[src/rtl/tdc_pkg.sv]
`default_nettype none
// ============================================================================
// Module   : tdc_pkg
// Brief    : Shared TDC constants and sequencer state encoding.
// Revision : 1.0
// ============================================================================
package tdc_pkg;

    localparam int c_DEF_TAPS     = 32;
    localparam int c_DEF_COARSE_W = 16;
    localparam int c_DEF_TIMEOUT  = 1000;

    localparam logic [2:0] c_ST_IDLE    = 3'd0;
    localparam logic [2:0] c_ST_ARMED   = 3'd1;
    localparam logic [2:0] c_ST_RUN     = 3'd2;
    localparam logic [2:0] c_ST_CAPTURE = 3'd3;
    localparam logic [2:0] c_ST_ENCODE  = 3'd4;
    localparam logic [2:0] c_ST_HOLD    = 3'd5;

    typedef enum logic [2:0] {
        S_IDLE    = c_ST_IDLE,
        S_ARMED   = c_ST_ARMED,
        S_RUN     = c_ST_RUN,
        S_CAPTURE = c_ST_CAPTURE,
        S_ENCODE  = c_ST_ENCODE,
        S_HOLD    = c_ST_HOLD
    } tdc_state_t;

endpackage
`default_nettype wire

[src/rtl/therm_encoder.sv]
`default_nettype none
// ============================================================================
// Module   : therm_encoder
// Brief    : Counts consecutive ones from bit 0; ones above the first zero
//            (bubbles) are ignored.
// Revision : 1.0
// ============================================================================
module therm_encoder
    import tdc_pkg::*;
#(
    parameter  int TAPS   = c_DEF_TAPS,
    localparam int FINE_W = $clog2(TAPS + 1)
) (
    input  logic [TAPS-1:0]   i_taps,
    output logic [FINE_W-1:0] o_fine
);

    logic [FINE_W-1:0] w_cnt;
    logic              w_run;

    always_comb begin
        w_cnt = '0;
        w_run = 1'b1;
        for (int i = 0; i < TAPS; i++) begin
            if (w_run && i_taps[i]) begin
                w_cnt = w_cnt + 1'b1;
            end else begin
                w_run = 1'b0;
            end
        end
    end

    assign o_fine = w_cnt;

endmodule
`default_nettype wire

[src/rtl/tdc_sequencer.sv]
`default_nettype none
// ============================================================================
// Module   : tdc_sequencer
// Brief    : Delay-line TDC measurement sequencer: coarse cycle count, tap
//            snapshot, thermometer fine count, valid/ready result.
//            Optional abort timer enabled by macro TDC_TIMEOUT_EN.
// Revision : 1.0
// ============================================================================
module tdc_sequencer
    import tdc_pkg::*;
#(
    parameter  int TAPS     = c_DEF_TAPS,
    parameter  int COARSE_W = c_DEF_COARSE_W,
`ifdef TDC_TIMEOUT_EN
    parameter  int TIMEOUT  = c_DEF_TIMEOUT,
`endif
    localparam int FINE_W   = $clog2(TAPS + 1)
) (
    input  logic                clk,
    input  logic                rst_n,
    input  logic                i_arm,
    input  logic                i_start,
    input  logic                i_stop,
    input  logic [TAPS-1:0]     i_taps,
    output logic                o_snap,
    output logic                o_busy,
    output logic                o_res_valid,
    input  logic                i_res_ready,
    output logic [COARSE_W-1:0] o_res_coarse,
    output logic [FINE_W-1:0]   o_res_fine,
    output logic                o_res_timeout
);

    tdc_state_t          r_state;
    tdc_state_t          w_state_next;
    logic [COARSE_W-1:0] r_coarse;
    logic [TAPS-1:0]     r_taps;
    logic [COARSE_W-1:0] r_res_coarse;
    logic [FINE_W-1:0]   r_res_fine;
    logic                r_res_timeout;
    logic [FINE_W-1:0]   w_fine;
    logic                w_timeout;
    logic                w_abort;
    logic                w_snap;
    logic                w_busy;
    logic                w_valid;

    therm_encoder #(
        .TAPS   (TAPS)
    ) u_therm_encoder (
        .i_taps (r_taps),
        .o_fine (w_fine)
    );

`ifdef TDC_TIMEOUT_EN
    localparam int                TMR_W      = $clog2(TIMEOUT + 1);
    localparam logic [TMR_W-1:0]  c_TMO_LAST = TMR_W'(TIMEOUT - 1);

    logic [TMR_W-1:0] r_timer;

    always_ff @(posedge clk or negedge rst_n) begin
        if (!rst_n) begin
            r_timer <= '0;
        end else if (w_state_next == S_ARMED && r_state != S_ARMED) begin
            r_timer <= '0;
        end else if (r_state == S_ARMED || r_state == S_RUN) begin
            r_timer <= r_timer + 1'b1;
        end
    end

    // Asserted on the edge that brings the timer up to TIMEOUT.
    assign w_timeout = (r_state == S_ARMED || r_state == S_RUN) && (r_timer == c_TMO_LAST);
`else
    assign w_timeout = 1'b0;
`endif

    assign w_abort = w_timeout && !i_stop;

    always_ff @(posedge clk or negedge rst_n) begin
        if (!rst_n) begin
            r_state <= S_IDLE;
        end else begin
            r_state <= w_state_next;
        end
    end

    always_comb begin
        w_state_next = r_state;
        w_snap       = 1'b0;
        w_busy       = 1'b1;
        w_valid      = 1'b0;
        case (r_state)
            S_IDLE: begin
                w_busy = 1'b0;
                if (i_arm) w_state_next = S_ARMED;
            end
            S_ARMED: begin
                if (i_start && i_stop) w_state_next = S_CAPTURE;
                else if (w_abort)      w_state_next = S_HOLD;
                else if (i_start)      w_state_next = S_RUN;
            end
            S_RUN: begin
                if (i_stop)       w_state_next = S_CAPTURE;
                else if (w_abort) w_state_next = S_HOLD;
            end
            S_CAPTURE: begin
                w_snap       = 1'b1;
                w_state_next = S_ENCODE;
            end
            S_ENCODE: begin
                w_state_next = S_HOLD;
            end
            S_HOLD: begin
                w_valid = 1'b1;
                if (i_res_ready) w_state_next = i_arm ? S_ARMED : S_IDLE;
            end
            default: begin
                w_state_next = S_IDLE;
            end
        endcase
    end

    always_ff @(posedge clk or negedge rst_n) begin
        if (!rst_n) begin
            r_coarse      <= '0;
            r_taps        <= '0;
            r_res_coarse  <= '0;
            r_res_fine    <= '0;
            r_res_timeout <= 1'b0;
        end else begin
            // The stop edge itself also counts, so coarse = E_stop - E_start.
            if (r_state == S_ARMED && i_start) begin
                r_coarse <= '0;
            end else if (r_state == S_RUN && r_coarse != '1) begin
                r_coarse <= r_coarse + 1'b1;
            end

            if (r_state == S_CAPTURE) begin
                r_taps <= i_taps;
            end

            if (r_state == S_ENCODE) begin
                r_res_coarse  <= r_coarse;
                r_res_fine    <= w_fine;
                r_res_timeout <= 1'b0;
            end else if (w_abort) begin
                r_res_coarse  <= (r_state == S_RUN) ? r_coarse : '0;
                r_res_fine    <= '0;
                r_res_timeout <= 1'b1;
            end
        end
    end

    assign o_snap        = w_snap;
    assign o_busy        = w_busy;
    assign o_res_valid   = w_valid;
    assign o_res_coarse  = r_res_coarse;
    assign o_res_fine    = r_res_fine;
    assign o_res_timeout = r_res_timeout;

endmodule
`default_nettype wire

[config.mk]
export PLATFORM = sky130hd
export DESIGN_NAME = tdc_sequencer
export DESIGN_NICKNAME = d
export VERILOG_FILES = /design/src/rtl/tdc_pkg.sv /design/src/rtl/therm_encoder.sv /design/src/rtl/tdc_sequencer.sv
export SDC_FILE = /design/constraint.sdc
export NUM_CORES = 1
export LEC_CHECK = 0
export CAP_MARGIN = 20
export CORE_MARGIN = 8
export CORE_UTILIZATION = 41
export DETAILED_ROUTE_END_ITERATION = 8
export SLEW_MARGIN = 15
export SYNTH_ARGS = -nofsm -noshare
export SYNTH_HDL_FRONTEND = slang
export SYNTH_SLANG_ARGS = --single-unit
[constraint.sdc]
create_clock -name clk -period 40.9 [get_ports clk]
set_input_delay 8.18 -clock clk [delete_from_list [all_inputs] [get_ports clk]]
set_output_delay 8.18 -clock clk [all_outputs]
set_load 0.01 [all_outputs]
Yosys cells after proc, flatten, opt, wreduce, memory -nomap -nowiden
Cells that the tools add are included.
{"block": "word_totals", "output_inout_bits": 26, "wordCells": 159, "reg_bits": 73, "input_bits": 38}
{"block": "op_classes", "reduce_logical": 37, "n_eq_ne": 10, "add_sub_neg": 32, "mux": 75}
{"op": "adder 6 x 1 -> 6 bit (second input constant)", "n": 31}
{"op": "2-to-1 mux 6 bit", "n": 31}
{"op": "2-to-1 mux 1 bit", "n": 36}
{"op": "logical AND 1 bit", "n": 34}
{"op": "2-to-1 mux 16 bit", "n": 2}
{"op": "case mux 3 bit (6 select lines)", "n": 1}
{"op": "adder 16 x 1 -> 16 bit (second input constant)", "n": 1}
{"op": "inequality test 16 bit (second input constant)", "n": 1}
{"op": "2-to-1 mux 3 bit", "n": 5}
{"op": "== test 3 x 2 -> 1 bit (second input constant)", "n": 2}
{"op": "== test 3 bit (second input constant)", "n": 2}
{"op": "inequality test 2 bit (second input constant)", "n": 3}
{"op": "AND reduction 4 bit", "n": 1}
{"op": "== test 3 x 1 -> 1 bit (second input constant)", "n": 1}
{"op": "zero test 3 bit", "n": 1}
{"op": "inequality test 3 bit (second input constant)", "n": 1}
{"op": "nonzero test 2 bit", "n": 1}

Logic depth before layout (Yosys ltp)
Gate-level depths: netlist of run 1.
{"block": "depth", "ltp_word": 63, "mapped_depth": 86, "ltp_nobuf": 84}

Cells and area by module
From an unflattened synthesis of run 1, not the netlist that was laid out.
{"block": "hier_totals", "hier_cells": 824, "hier_area_um2": 7039.3}
{"mod": "therm_encoder", "n_inst": 1, "cells_each": 571, "seq_area_each_um2": 0.0, "area_per_inst_um2": 3865.0}
{"mod": "tdc_sequencer", "n_inst": 1, "cells_each": 253, "seq_area_each_um2": 1826.8, "area_per_inst_um2": 3174.3}

Worst setup path before layout of run 1
No wires, ideal clock.
{"block": "synth_timing", "path_kind": "register -> register", "from": "reg r_taps[1]", "to": "reg r_res_fine[5] (netlist: o_res_fine[5])", "n_path_buf": 2, "stages_incl_launch_ff": 86, "period_less_slack_ns": 13.428, "setup_slack_ns": 27.472, "required_ns": 40.771, "arrival_time_ns": 13.298, "setup_ns": 0.129, "cell_sequence": "dfrtp_1 > buf_2 > nand2_1 > inv_1 > ha_1 > nor2_1 > nor2_1 > ha_1 > nor2_1 > o21ai_0 > nand2_1 > a31oi_1 > ha_1 > clkbuf_1 > nand2_1 > a21o_1 > a31oi_1 > nor2_1 > [... 50 more ...] > mux2i_1 > nand2_1 > o21ai_0 > nand2_1 > o21ai_0 > a21oi_1 > ha_1 > mux2_2 > ha_1 > nand2_1 > nand2b_1 > a21oi_1 > nor3_1 > o21ai_0 > xnor3_1 > nor3_2 > xor2_1 > o21ai_1"}
{"block": "synth_via", "elab_chain_cells": 62, "word_cells_on_any_way": 122, "classes_between": "add/sub (30); mux (61); reduce/logical (31)"}
{"item": "start: declaration", "line": "tdc_sequencer.sv:37", "text": "logic [TAPS-1:0] r_taps;"}
{"item": "start signal: assignment", "line": "tdc_sequencer.sv:139", "text": "r_taps <= i_taps;"}
{"item": "logical AND 1 bit (*)", "line": "therm_encoder.sv:25", "text": "if (w_run && i_taps[i]) begin"}
{"item": "2-to-1 mux 6 bit / 2-to-1 mux 1 bit (equally long branches)", "line": "therm_encoder.sv:25"}
{"item": "adder 6 x 1 -> 6 bit / logical AND 1 bit (equally long branches)", "line": "therm_encoder.sv:26, therm_encoder.sv:25"}
{"item": "2-to-1 mux 6 bit / 2-to-1 mux 1 bit (equally long branches)", "line": "therm_encoder.sv:25"}
{"item": "adder 6 x 1 -> 6 bit / logical AND 1 bit (equally long branches)", "line": "therm_encoder.sv:26, therm_encoder.sv:25"}
{"item": "2-to-1 mux 6 bit / 2-to-1 mux 1 bit (equally long branches)", "line": "therm_encoder.sv:25"}
{"item": "adder 6 x 1 -> 6 bit / logical AND 1 bit (equally long branches)", "line": "therm_encoder.sv:26, therm_encoder.sv:25"}
{"item": "2-to-1 mux 6 bit / 2-to-1 mux 1 bit (equally long branches)", "line": "therm_encoder.sv:25"}
{"item": "[... 46 more ...]"}
{"item": "adder 6 x 1 -> 6 bit / logical AND 1 bit (equally long branches)", "line": "therm_encoder.sv:26, therm_encoder.sv:25"}
{"item": "2-to-1 mux 6 bit / 2-to-1 mux 1 bit (equally long branches)", "line": "therm_encoder.sv:25"}
{"item": "adder 6 x 1 -> 6 bit / logical AND 1 bit (equally long branches)", "line": "therm_encoder.sv:26, therm_encoder.sv:25"}
{"item": "2-to-1 mux 6 bit / 2-to-1 mux 1 bit (equally long branches)", "line": "therm_encoder.sv:25"}
{"item": "adder 6 x 1 -> 6 bit / logical AND 1 bit (equally long branches)", "line": "therm_encoder.sv:26, therm_encoder.sv:25"}
{"item": "2-to-1 mux 6 bit / 2-to-1 mux 1 bit (equally long branches)", "line": "therm_encoder.sv:25"}
{"item": "adder 6 x 1 -> 6 bit / logical AND 1 bit (equally long branches)", "line": "therm_encoder.sv:26, therm_encoder.sv:25"}
{"item": "2-to-1 mux 6 bit (*)", "line": "therm_encoder.sv:25"}
{"item": "end signal: assignment", "line": "tdc_sequencer.sv:144", "text": "r_res_fine <= w_fine;"}
{"item": "end: declaration", "line": "tdc_sequencer.sv:39", "text": "logic [FINE_W-1:0] r_res_fine;"}
Mark *: on every way between the ends. The rest lies on a longest branch, timed or not.
A chain may end at the register's enable or synchronous reset.

Worst setup path in the final report of run 1
{"block": "layout_timing", "from": "reg r_taps[2]", "to": "reg r_res_fine[5] (netlist: o_res_fine[5])"}
{"block": "layout_via", "elab_chain_cells": 60, "word_cells_on_any_way": 118, "classes_between": "add/sub (29); mux (59); reduce/logical (30)"}
{"item": "logical AND 1 bit (*)", "line": "therm_encoder.sv:25"}
{"item": "2-to-1 mux 6 bit / 2-to-1 mux 1 bit (equally long branches)", "line": "therm_encoder.sv:25"}
{"item": "adder 6 x 1 -> 6 bit / logical AND 1 bit (equally long branches)", "line": "therm_encoder.sv:26, therm_encoder.sv:25"}
{"item": "2-to-1 mux 6 bit / 2-to-1 mux 1 bit (equally long branches)", "line": "therm_encoder.sv:25"}
{"item": "adder 6 x 1 -> 6 bit / logical AND 1 bit (equally long branches)", "line": "therm_encoder.sv:26, therm_encoder.sv:25"}
{"item": "2-to-1 mux 6 bit / 2-to-1 mux 1 bit (equally long branches)", "line": "therm_encoder.sv:25"}
{"item": "adder 6 x 1 -> 6 bit / logical AND 1 bit (equally long branches)", "line": "therm_encoder.sv:26, therm_encoder.sv:25"}
{"item": "2-to-1 mux 6 bit / 2-to-1 mux 1 bit (equally long branches)", "line": "therm_encoder.sv:25"}
{"item": "[... 44 more ...]"}
{"item": "adder 6 x 1 -> 6 bit / logical AND 1 bit (equally long branches)", "line": "therm_encoder.sv:26, therm_encoder.sv:25"}
{"item": "2-to-1 mux 6 bit / 2-to-1 mux 1 bit (equally long branches)", "line": "therm_encoder.sv:25"}
{"item": "adder 6 x 1 -> 6 bit / logical AND 1 bit (equally long branches)", "line": "therm_encoder.sv:26, therm_encoder.sv:25"}
{"item": "2-to-1 mux 6 bit / 2-to-1 mux 1 bit (equally long branches)", "line": "therm_encoder.sv:25"}
{"item": "adder 6 x 1 -> 6 bit / logical AND 1 bit (equally long branches)", "line": "therm_encoder.sv:26, therm_encoder.sv:25"}
{"item": "2-to-1 mux 6 bit / 2-to-1 mux 1 bit (equally long branches)", "line": "therm_encoder.sv:25"}
{"item": "adder 6 x 1 -> 6 bit / logical AND 1 bit (equally long branches)", "line": "therm_encoder.sv:26, therm_encoder.sv:25"}
{"item": "2-to-1 mux 6 bit (*)", "line": "therm_encoder.sv:25"}
Marked as above.

==> results_dict.tcl, run 1 <==
set metrics [dict create \
    outcome "finished clean" \
    ant_nets 0 \
    end_kind "register" \
    required_ps 41080 \
    clkLatencyLatePin_ps 330 \
    rsz0062_at_grt "no" \
    ys_ff_latch 73 \
    post_cts_buffers 0 \
    core_um2 17240 \
    fin_nets 1069 \
    ys.flop_type "dfrtp_1" \
    relSlewSlack 0.3821 \
    fin_crit_ps 15130 \
    slew_viol_final 0 \
    die_h_um 148.3 \
    drc 0 \
    start_kind "register" \
    first_global_vias 6272 \
    cts_tree "built" \
    synthArstFlopShare 1.000 \
    power.density_nw_per_um2 52.67 \
    synth_area_per_cell_um2 7.400 \
    whs_path_depth 2 \
    fin_worst_skew_ps 8.797 \
    utilization 0.4751 \
    wl_met3_um 1061 \
    path_common_cell "ha_1" \
    synth_area_um2 7178 \
    antenna_found_initial 1 \
    routed_wl_um 19050 \
    grt_max_degree 74 \
    critPathArrivalTime_ps 15310 \
    ys_seq_area_frac 0.2545 \
    wl_met2_um 8381 \
    drive_gt1_frac 0.06567 \
    grt-ovfl-total 0 \
    dp_hpwl_um 14550 \
    setup_viol 0 \
    tightestPinTransition_ps 926.8 \
    initial_core_util 0.4164 \
    path_class "register to register" \
    vias_per_cell 5.511 \
    path_clk_slew_ps 60 \
    die_area_um2 22000 \
    num_io_pins 64 \
    irDropWorstVdd_v 0.00003548 \
    max_freq_ghz 0.06611 \
    cts-buffers-inserted 9 \
    root_buffer "clkbuf_16" \
    ys_top_cells_by_area "dfrtp_1 25%, nand2_1 12%, ha_1 5.4%" \
    synth_edf_count 0 \
    met1_length_um 9369 \
    drv_cap 0 \
    rr_worst_depth 83 \
    num_vias 6778 \
    avgRoutedWirePerCell_um 15.49 \
    first_pass_iters 4 \
    portBuffers 62 \
    cts_buffer_depth 2 \
    slowest_stage "dfrtp_1" \
    synth_top_area_frac 0.2545 \
    power.leakage_nw 3.451 \
    cp_max_fo 10 \
    synthCells 970 \
    ys_warn_count 0 \
    ctsHoldBuffers 0 \
    cts.htree.levels 3 \
    grt_pass1_wl_um 31970 \
    cts-resized-gates 0 \
    num_antenna_cells 0 \
    nFillCells 1718 \
    die_x_um 148.3 \
    syn_nets 1039 \
    hold_violations 0 \
    row_count 48 \
    fin_tns_setup_ps 0 \
    finalWeightedCongestion 0.8835 \
    min_period_over_period 0.3698 \
    synth_common_cells "237 x nand2_1, 73 x dfrtp_1, 69 x nor2_1, 62 x o21ai_0, 41 x nand3_1" \
    synth_cell_types 86 \
    synth_most_common_cell "nand2_1" \
    clock_sinks 73 \
    drtIter0Drc 462 \
    synth_top_area_cell "dfrtp_1" \
    syn2layout_area_growth_pct 14.08 \
    top_layer_used "met5" \
    grtUsageTotal 0.1736 \
    slowest_delay_ps 490 \
    hold_class "register to register" \
]
[final cells by class]
class,instances,area [um^2],share of cell area
Clock inverter,6,51.30,0.006264
Multi-Input combinational cell,824,5059,0.6177
Clock buffer,10,229.0,0.02796
Tap cell,225,281.5,0.03438
Inverter,27,101.3,0.01238
Sequential cell,73,1827,0.2231
Timing Repair Buffer,65,640.6,0.07823
[state kept, by name, indices dropped and copies added (netlist names)]
signal,cells
r_state,3
r_coarse,16
o_res_fine,6
o_res_coarse,16
r_taps,32
[path summary, 6_finish.rpt]
| check | start | end | slack (ps) |
|---|---|---|---|
| setup / recovery | r_taps[2] | o_res_fine[5] | 25770 |
| hold / removal | o_res_coarse[1] | o_res_coarse[1] | 470 |
| setup reg to reg | r_taps[2] | o_res_fine[5] | 25770 |
| hold reg to reg | o_res_coarse[1] | o_res_coarse[1] | 470 |
| max in group asynchronous | rst_n | r_taps[20] | 32310 |
| min in group asynchronous | rst_n | o_res_coarse[1] | 7990 |
[worst max-delay path, delay by kind of cell, from the launching register on]
kind                       cells  cell delay (ps)
adders and majority gates     16             4990
AOI/OAI and AO/OA             29             4450
and+or+nand+nor               24             2450
muxes                          9             1790
DFF                            1              490
xor gates and xnor gates       2              450
buffers and inverters          3              340
[cells by family after synthesis]
logic type | share of synthesized area
xor+xnor | 0.1065
fa+ha+maj | 0.05403
simple gates | 0.3369
other cells | 0.0005224
mux | 0.04166
compound gates | 0.1644
flops | 0.2545
buf+inv | 0.04149
[metrics by stage]
step	hold WS [ps]	power [W]	worst slack [ps]	area (um^2)	instances
2_1_floorplan	460.6	0.0002927	27470	7178	970
3_3_place_gp	458.8	0.0003541	26520	7909	1214
3_5_place_dp	462.7	0.0003560	26020	7909	1214
4_1_cts	479.2	0.0004327	25930	8189	1230
5_1_grt	492.1	0.0004714	24380	8189	1230
6_report	472.4	0.0004313	25770	8189	1230
[per-layer routing]
metal  track usage  vias up
li1              -     3455
met1        0.2439     3162
met2        0.2701      142
met3       0.03525       17
met4       0.03417        2
met5             0        -
[power breakdown]
group          internal (W)  switching (W)  total (W)
logic             0.0000950       0.000121   0.000216
clock network     0.0000418      0.0000322  0.0000741
registers         0.0000971      0.0000441   0.000141
[cells in the final DEF, fill, tap and decap left out, types with 3 or more instances in the layout]
cell type / instances
nand2_1: 237
nand4_1: 26
xnor2_1: 32
o211ai_1: 7
and3_1: 14
xor2_1: 28
o21a_1: 8
buf_4: 4
nand3b_1: 10
clkbuf_16: 9
dfrtp_1: 73
o21ai_1: 5
and4_1: 5
a21boi_0: 3
nor2b_1: 12
clkdlybuf4s50_1: 61
a21o_1: 8
a22oi_1: 3
or2_2: 8
mux2_2: 11
o31ai_1: 4
or4_1: 3
nor2_1: 69
ha_1: 31
mux2i_1: 15
xnor2_2: 3
inv_1: 27
a21oi_1: 37
o21ai_0: 62
a31oi_1: 7
nand3_1: 41
clkinv_4: 3
or3_1: 11
and2_1: 15
xnor3_1: 3
nand2b_1: 7
nor3_1: 27
Power figures use the tool's default switching activity.
==> run 2: changes to the inputs <==
==> constraint.sdc (replaced) <==
create_clock -name clk -period 15.4 [get_ports clk]
set_input_delay 3.08 -clock clk [delete_from_list [all_inputs] [get_ports clk]]
set_output_delay 3.08 -clock clk [all_outputs]
set_load 0.01 [all_outputs]
==> run 2 against run 1 <==
  * Die area unchanged
  * Sequential cell count stayed put
  * Non-clock buffer count up 4
  * Global-route usage is essentially flat
  * Cell area up 0.76%
  * First-iteration DRC count shrank 24%
==> results_dict.tcl, run 2 (synthesis results as in run 1) <==
set metrics [dict create \
    slew_viol_final 0 \
    finalWeightedCongestion 0.8901 \
    slowest_stage "dfrtp_2" \
    power.leakage_nw 3.456 \
    path_common_cell "ha_1" \
    cts-buffers-inserted 9 \
    vias_per_cell 5.457 \
    die_h_um 148.3 \
    fin_crit_ps 14180 \
    root_buffer "clkbuf_16" \
    clock_sinks 73 \
    grtUsageTotal 0.1736 \
    grt_pass1_wl_um 31980 \
    num_antenna_cells 0 \
    num_io_pins 64 \
    core_um2 17240 \
    hold_violations 0 \
    start_kind "register" \
    drv_cap 0 \
    largest_reg_flops 32 \
    cts_tree "built" \
    irDropWorstVdd_v 0.00009271 \
    clkLatencyLatePin_ps 330 \
    avgRoutedWirePerCell_um 15.50 \
    syn2layout_area_growth_pct 14.96 \
    layout_common_cells "236 x nand2_1, 71 x dfrtp_1, 68 x nor2_1, 61 x clkdlybuf4s50_1, 56 x o21ai_0" \
    layout_commonest_cell "nand2_1" \
    slowest_delay_ps 460 \
    cp_max_fo 8 \
    rsz0062_at_grt "no" \
    cts.htree.levels 3 \
    drive_gt1_frac 0.08135 \
    routed_wl_um 19120 \
    row_count 48 \
    num_vias 6729 \
    regMostFlops "r_taps" \
    critPathArrivalTime_ps 14360 \
    die_area_um2 22000 \
    portBuffers 62 \
    path_class "register to register" \
    end_kind "register" \
    path_clk_slew_ps 60 \
    first_global_vias 6265 \
    outcome "finished clean" \
    power.density_nw_per_um2 140.2 \
    dp_hpwl_um 14420 \
    min_period_over_period 0.9207 \
    first_pass_iters 5 \
    place_area_um2 7916 \
    die_x_um 148.3 \
    drc 0 \
    setup_viol 0 \
    drtIter0Drc 349 \
    fin_tns_setup_ps 0 \
    design_area_um2 8252 \
    initial_core_util 0.4164 \
    ant_nets 0 \
    tightestPinTransition_ps 909.7 \
    fin_worst_skew_ps 7.992 \
    hold_class "register to register" \
    required_ps 15590 \
    ctsHoldBuffers 0 \
    antenna_found_initial 0 \
    cts_buffer_depth 2 \
    relSlewSlack 0.3935 \
    grt_max_degree 74 \
    grt-ovfl-total 0 \
    max_freq_ghz 0.07053 \
    fin_nets 1073 \
]
run 2: cell types whose count changed in the layout (fill, tap and decap cells not counted), sizes merged:
cell	change
buf	+4
clkbuf	-1
clkinv	-1
clkinvlp	+2
inv	-1
run 2: per-layer routing:
metal,wire (um),share of wire,vias up,GRT usage
met4,168,0.0088,0,0.03570
met3,857,0.045,13,0.03282
met2,8443,0.44,115,0.2717
met5,0,0,-,0
li1,-,-,3466,-
met1,9646,0.50,3135,0.2435
run 2: layout make-up:
class,instances,area (um^2)
Sequential cell,73,1829
Timing Repair Buffer,69,670.6
Multi-Input combinational cell,824,5099
Clock inverter,6,45.04
Inverter,27,101.3
Clock buffer,9,225.2
Fill cell,1713,8985
Tap cell,225,281.5
run 2: final timing paths:
kind,from,end,slack (ps),depth (start not counted)
min,o_res_coarse[1],o_res_coarse[1],480,2
max,r_taps[1],o_res_fine[5],1220,81
min reg2reg,o_res_coarse[1],o_res_coarse[1],480,2
max reg2reg,r_taps[1],o_res_fine[5],1220,81
min in group asynchronous,rst_n,o_res_coarse[0],2880,1
max in group asynchronous,rst_n,r_taps[1],11900,1
run 2: what timing repair did:
action | CTS | global route
resized for setup | 0 | 19
setup endpoints to repair | 0 | 5
buffers inserted | 0 | 3
run 2: critical path, delay by kind of cell (launching register included):
family / cells / cell delay, ps
AO/OA/AOI/OAI: 28 / 3920
XOR/XNOR: 2 / 440
adder cells (fa/ha/maj): 16 / 4760
buffers and inverters: 3 / 300
flip-flops: 1 / 460
multiplexers: 9 / 1760
AND/OR/NAND/NOR: 23 / 2390
run 2: power by group:
group	total, W	switching (W)	leakage (nW)	internal [W]
Clock	0.000191	0.0000823	0.124	0.000109
Sequential	0.000379	0.000120	0.949	0.000259
Combinational	0.000587	0.000324	2.38	0.000263
run 2: metrics by stage:
step	power, W	setup WS (ps)	hold slack [ps]	utilization	std cells
global route	0.001264	34.79	504.0	0.4787	1233
CTS	0.001145	392.6	482.7	0.4750	1230
detailed placement	0.0009438	480.3	463.3	0.4593	1215
floorplan	0.0007774	1972	460.6	-	970
global placement	0.0009406	1030	458.7	0.4593	1215
finish	0.001157	1222	478.1	0.4787	1233
